### config.mk
export PLATFORM = sky130hd
export DESIGN_NAME = serial_add_sequencer
export DESIGN_NICKNAME = d
export VERILOG_FILES = /design/src/rtl/serial_add_sequencer.sv
export SDC_FILE = /design/constraint.sdc
export NUM_CORES = 1
export LEC_CHECK = 0
export BUFFER_PORTS_ARGS = -buffer_cell sky130_fd_sc_hd__buf_4
export CAP_MARGIN = 15
export CELL_PAD_IN_SITES_DETAIL_PLACEMENT = 2
export CELL_PAD_IN_SITES_GLOBAL_PLACEMENT = 2
export CORE_MARGIN = 1.5
export CORE_UTILIZATION = 33
export DETAILED_ROUTE_END_ITERATION = 12
export GPL_ROUTABILITY_DRIVEN = 0
export GPL_TIMING_DRIVEN = 0
export MAX_ROUTING_LAYER = met4
export PLACE_DENSITY_LB_ADDON = 0.1
export SYNTH_ARGS = -nofsm -noshare
export SYNTH_HDL_FRONTEND = slang
export SYNTH_SLANG_ARGS = --single-unit
### constraint.sdc
create_clock -name clk -period 1.6 [get_ports clk]
set_clock_uncertainty 0.05 [all_clocks]
set_input_delay 0.08 -clock clk [delete_from_list [all_inputs] [get_ports clk]]
set_output_delay 0.08 -clock clk [all_outputs]
set_load 0.01 [all_outputs]
### src/rtl/serial_add_sequencer.sv
// Bit-serial WIDTH-bit adder: one full-add cell (two half adders) is stepped
// across the operands LSB first, one bit per clock, behind a start/busy/done handshake.

module half_adder (
  input  logic in_a,
  input  logic in_b,
  output logic sum,
  output logic carry
);

  assign sum   = in_a ^ in_b;
  assign carry = in_a & in_b;

endmodule

module serial_add_sequencer #(
  parameter int WIDTH = 8
) (
  input  logic             clk,
  input  logic             rst,
  input  logic             start,
  input  logic [WIDTH-1:0] in_a,
  input  logic [WIDTH-1:0] in_b,
  output logic             busy,
  output logic             done,
  output logic [WIDTH-1:0] sum,
  output logic             carry_out
);

  localparam int CW = $clog2(WIDTH + 1);
  localparam logic [CW-1:0] LAST_CNT = CW'(WIDTH - 1);

  typedef enum logic [1:0] {
    IDLE = 2'd0,
    RUN  = 2'd1,
    DONE = 2'd2
  } state_t;

  state_t           state_q, state_d;
  logic [WIDTH-1:0] a_sh_q, a_sh_d;
  logic [WIDTH-1:0] b_sh_q, b_sh_d;
  logic [WIDTH-1:0] work_q, work_d;
  logic [WIDTH-1:0] sum_q, sum_d;
  logic [CW-1:0]    cnt_q, cnt_d;
  logic             carry_q, carry_d;
  logic             cout_q, cout_d;
  logic             busy_q, busy_d;
  logic             done_q, done_d;

  logic             ha0_sum, ha0_carry;
  logic             bit_sum, ha1_carry;
  logic             bit_carry;
  logic [WIDTH-1:0] work_shift;

  half_adder u_ha0 (
    .in_a  (a_sh_q[0]),
    .in_b  (b_sh_q[0]),
    .sum   (ha0_sum),
    .carry (ha0_carry)
  );

  half_adder u_ha1 (
    .in_a  (ha0_sum),
    .in_b  (carry_q),
    .sum   (bit_sum),
    .carry (ha1_carry)
  );

  assign bit_carry = ha0_carry | ha1_carry;

  // New sum bit enters at the MSB; the cast keeps WIDTH=1 legal without a slice.
  assign work_shift = WIDTH'({bit_sum, work_q} >> 1);

  // Next-state, datapath and handshake decode.
  always_comb begin
    state_d = state_q;
    a_sh_d  = a_sh_q;
    b_sh_d  = b_sh_q;
    work_d  = work_q;
    sum_d   = sum_q;
    cnt_d   = cnt_q;
    carry_d = carry_q;
    cout_d  = cout_q;
    busy_d  = 1'b0;
    done_d  = 1'b0;

    case (state_q)
      IDLE, DONE: begin
        if (start) begin
          a_sh_d  = in_a;
          b_sh_d  = in_b;
          work_d  = '0;
          carry_d = 1'b0;
          cnt_d   = '0;
          busy_d  = 1'b1;
          state_d = RUN;
        end else begin
          state_d = IDLE;
        end
      end
      RUN: begin
        a_sh_d  = a_sh_q >> 1;
        b_sh_d  = b_sh_q >> 1;
        work_d  = work_shift;
        carry_d = bit_carry;
        cnt_d   = cnt_q + 1'b1;
        if (cnt_q == LAST_CNT) begin
          sum_d   = work_shift;
          cout_d  = bit_carry;
          done_d  = 1'b1;
          state_d = DONE;
        end else begin
          busy_d  = 1'b1;
        end
      end
      default: begin
        state_d = IDLE;
      end
    endcase
  end

  // State and datapath registers; reset also aborts any addition in flight.
  always_ff @(posedge clk) begin
    if (rst) begin
      state_q <= IDLE;
      a_sh_q  <= '0;
      b_sh_q  <= '0;
      work_q  <= '0;
      sum_q   <= '0;
      cnt_q   <= '0;
      carry_q <= 1'b0;
      cout_q  <= 1'b0;
      busy_q  <= 1'b0;
      done_q  <= 1'b0;
    end else begin
      state_q <= state_d;
      a_sh_q  <= a_sh_d;
      b_sh_q  <= b_sh_d;
      work_q  <= work_d;
      sum_q   <= sum_d;
      cnt_q   <= cnt_d;
      carry_q <= carry_d;
      cout_q  <= cout_d;
      busy_q  <= busy_d;
      done_q  <= done_d;
    end
  end

  assign busy      = busy_q;
  assign done      = done_q;
  assign sum       = sum_q;
  assign carry_out = cout_q;

endmodule

Word-level counts from Yosys, hierarchy flattened

Cells that the tools add are included.

Output and inout port bits: 11
Bits in registers: 42
Logic and storage cells: 45
Input port bits: 19

Mux-type cells: 17
Bitwise gates (word level): 6
Reductions and logical operators: 6
Equality and inequality tests: 5
$add $sub $neg: 1

Operators by type and width:

| operator                                                               | number |
|---|---|
| 8-bit case mux with 2 select lines                                     | 3 |
| 8-bit two-way mux                                                      | 3 |
| 4-bit case mux with 2 select lines                                     | 1 |
| 1-bit two-way mux                                                      | 5 |
| 4-bit by 1-bit adder with 4-bit output (second input constant)         | 1 |
| 4-bit by 3-bit equality test with 1-bit output (second input constant) | 1 |
| 4-bit two-way mux                                                      | 1 |
| 2-bit inequality test (second input constant)                          | 2 |
| 1-bit case mux with 2 select lines                                     | 2 |
| 2-bit case mux with 2 select lines                                     | 1 |
| 2-bit AND reduction                                                    | 2 |
| 2-bit OR reduction                                                     | 2 |
| 1-bit bitwise AND                                                      | 2 |
| 2-bit by 1-bit equality test with 1-bit output (second input constant) | 1 |
| 2-bit equality test (second input constant)                            | 1 |
| 2-bit logical NOT                                                      | 1 |
| 2-bit two-way mux                                                      | 1 |
| 2-bit nonzero test                                                     | 1 |
| 1-bit bitwise XOR                                                      | 2 |
| 1-bit NOT                                                              | 1 |
| 1-bit OR                                                               | 1 |

Depth between registers and ports, before layout

Depth after elaboration: 4
Depth in mapped cells: 5
Depth with buffers taken out: 4

By module

From an unflattened synthesis, not the netlist that was laid out.

Cell total of the unflattened synthesis: 184
Area, all modules: 1,710.4 sq um

Modules (own cells, without submodules):

| module               | cells each | instances | sequential area each (sq um) | area each (sq um) |
|---|---|---|---|---|
| serial_add_sequencer | 182        | 1         | 820.8                        | 1,685.4 |
| half_adder           | 1          | 2         | 0.0                          | 12.5 |

Worst setup path before layout

OpenSTA, ideal clock, no wires.

Path kind: register to register
Start point: register cnt_q[0]
End point: register cout_q, in the netlist carry_out
Buffers on the path: 0
Data arrival time: 1,146 ps
Data required time: 1,478 ps
Setup time: 72 ps
Stages on the path, launching flop included: 5
Clock period less this slack: 1,267 ps
Slack: 333 ps
Cell sequence: dfxtp_1 ha_1 nand3b_1 nor2_8 mux2i_1

Word-level cells in the longest chain between the ends: 2

RTL lines:

| what                                           | RTL line | RTL |
|---|---|---|
| start: declaration                             | 44       | `logic [CW-1:0] cnt_q, cnt_d;` |
| start signal: assignment                       | 141      | `cnt_q <= cnt_d;` |
| 4-bit by 3-bit equality test with 1-bit output | 107      | `if (cnt_q == LAST_CNT) begin` |
| 2-bit AND reduction (no source line)           | -        |  |
| end signal: assignment                         | 143      | `cout_q <= cout_d;` |
| end: declaration                               | 46       | `logic cout_q, cout_d;` |

No other way between the ends.
A chain may end at the register's enable or synchronous reset.

Final worst setup path

Start point: register cnt_q[0]
End point: register sum_q[0], in the netlist sum[0]

Word-level cells in the longest chain between the ends: 2

RTL lines:

| what                                           | RTL line | RTL |
|---|---|---|
| 4-bit by 3-bit equality test with 1-bit output | 107      |  |
| 2-bit AND reduction (no source line)           | -        |  |
| end signal: assignment                         | 140      | `sum_q <= sum_d;` |
| end: declaration                               | 43       | `logic [WIDTH-1:0] sum_q, sum_d;` |

No other way between the ends.

==> run metrics <==
status finished clean; Final WS setup 167 ps; Root Driver clkbuf_8; clock latency on the worst-skew pair 290 ps; Core Util, Final 44.0%; CTS tree yes; nets@finish 242; minimum clock period 1430 ps; max-cap violations 0; Synth Area in Simple Gates 22.3%; layout cell share with drive strength beyond 1 23.9%; post-route ant nets 0; IO Pins 30; Cell Rows 25; pin count of the biggest net entering global routing 13; clock share of power 36.0%; Post-Synth XOR/XNOR Area 0%; Avg WL per Cell 16.1 µm; Tcrit/Tclk final 89.6%; main combinational cell family by area after synthesis simple AND/OR/NAND/NOR gates; Data required, critical path 1770 ps; Pleak 0.000809 µW; Placeable Area 4850 µm²; #FFs+latches synth 41; DR vias 1467; CTS clock-pin slew for the worst setup and hold paths 80 ps; crit-path max FO 9; Via-to-Cell Ratio 5.08; first-pass GRT wire length 7590 µm; 1st-pass router iterations 4; Mean Syn Cell Area 9.36 µm²; worst path buffer plus inverter count 1; crit end category flip-flop; complex-gate fraction of the synthesized area 15.1%; drt drc 0; part of the power in registers 51.9%; fmax 698 MHz; cell area after synthesis 1700 µm²; Net Count, Synth 203; Routed WL 4660 µm; setup tns final 0 ps; Cell variety after synth 24; PD cells 975 nW/µm²; worst-path cell chain ha_1 -> nand3b_1 -> buf_4 -> nor2_8 -> mux2i_1; H-tree depth 2; deepest clock path buffer count 2; Initial Utilization 35.1%; GR Util All Layers 18.9%; CP top delay family flip-flops; P_int 1560 µW; RSZ-0062 raised after global routing false; Worst-Margin Slew 505 ps; Remaining Overflow, GRT 0; overall die area 5600 µm²; initial antenna violation count 0; vias in the first global route 1553; adder-cell share of the synthesized area 1.91%; Final Slew Violations 0; Max rail drop VDD 0.428 mV; Logic pwr share 12.1%; Area growth, synth to finish 25.3%; HPWL Detailed 3450 µm; placed cells 278; HP Class primary input to flip-flop; IO Port Bufs 29; YS warnings 0; register area share after synthesis 48.2%; slew margin rel. 66.3%; Setup WS pre-CTS 73.5 ps; slowest cell delay on critical path 380 ps; Psw 523 µW; Design Area, Final 2130 µm²; Worst Setup Start Kind flip-flop; Num CTS Buffers 5; post-CTS sizing 0; Syn Inst Count 182; Die X 74.8 µm; critical path class flip-flop to flip-flop; Num Clock Sinks 41; DRT iter0 DRCs 52; mux share of post-synthesis cell area 6.61%; Die Span Y 74.8 µm; Crit path arrival time 1600 ps; final hold vios 0; Layout Cells excl Fill 289; ant diodes 0; switch share 25.2%; CP max stage cell dfxtp_1; final setup vio count 0; placed inst area 2000 µm²
## power groups by stage
stage          registers [µW]  clock network (µW)  logic, µW
5_1_grt                  1080                 826        279
4_1_cts                  1080                 771        256
2_1_floorplan            1100                   0        154
6_report                 1080                 749        253
3_5_place_dp             1100                   0        250
3_3_place_gp             1100                   0        237
## layer usage
layer	wire length (µm)	part of all wire, %	track usage [%]
met5	0	0	-
met4	56	1.2	4.85
met3	132	2.8	3.61
met2	2500	54	34.1
met1	1970	42	21.4
## Yosys cell counts
library cell	instances	area (µm²)
dfxtp_1	41	821
clkbuf_1	4	15.0
nand3_1	26	130
nand2_1	11	41.3
mux2i_1	9	90.1
a22oi_1	14	105
nor2_1	3	11.3
nand3b_1	1	7.51
and2b_1	1	7.51
nor3_1	2	10.0
nor2_8	1	20.0
fa_1	1	20.0
nor2b_1	1	6.26
mux2_2	1	11.3
a21oi_1	28	140
ha_1	1	12.5
nand4_1	1	6.26
nand2b_1	21	131
buf_2	5	25.0
buf_4	5	37.5
a211oi_2	1	12.5
nor3b_1	1	7.51
mux2_1	1	11.3
buf_6	2	22.5
## flip-flops by register name, indices dropped and copies added, names as in the netlist
signal,count
a_sh_q,8
b_sh_q,8
sum,8
work_q,7
cnt_q,4
state_q,2
busy,1
carry_out,1
carry_q,1
done,1
## through the flow
stage               power [µW]  hold slack (ps)
floorplan                 1250              166
global placement          1340              280
detailed placement        1350              290
CTS                       2110             5.09
global route              2190             23.1
finish                    2080             13.4
## layout make-up
cell class                 instances  area [µm²]
fill                             548        2720
clock inverter                     1        5.00
tap                               67        83.8
clock buffer                       7        96.3
buffer                            16         100
sequential                        41         821
timing repair buffer              32         245
multi-input combinational        125         782
## kinds of logic after synthesis
logic type                 Yosys count
DFF                                 41
AOI/OAI and AO/OA                   43
buffers and inverters               16
and+or+nand+nor                     69
adders and majority gates            2
muxes                               11
## cells in the final DEF, fill, tap and decap left out
cell type and n:
dfxtp_1 41, buf_4 35, a21oi_1 28, nand3_1 26, nand2b_1 21, a22oi_1 14
nand2_1 11, mux2i_1 9, clkbuf_8 7, buf_2 5, clkbuf_1 4, nor2_1 3
buf_6 2, nor3_1 2, dlygate4sd3_1 2, and2b_1 1, nor2b_1 1, nor3b_1 1
nand4_1 1, mux2_1 1, nand3b_1 1, nor2_8 1, mux2_2 1, a211oi_2 1
fa_1 1, ha_1 1, clkinv_2 1
## timing repair
action                                  CTS  global route
hold buffers                              2             0
hold endpoints to repair                  2             0
endpoints found under the setup margin    0             7
setup buffers                             0             1
## worst min-delay path: stages
cell and delay, ps:
buf_4 80, a22oi_1 50, a21oi_1 110
## path summary, 6_finish.rpt
| path | from | endpoint | slack, ps | depth (start not counted) |
|---|---|---|---|---|
| max | cnt_q[0] | sum[0] | 170 | 5 |
| min | in_b[1] | b_sh_q[1] | 10 | 3 |
| min reg2reg | a_sh_q[7] | a_sh_q[7] | 430 | 2 |
| max reg2reg | cnt_q[0] | sum[0] | 170 | 5 |
Power figures use the tool's default switching activity.
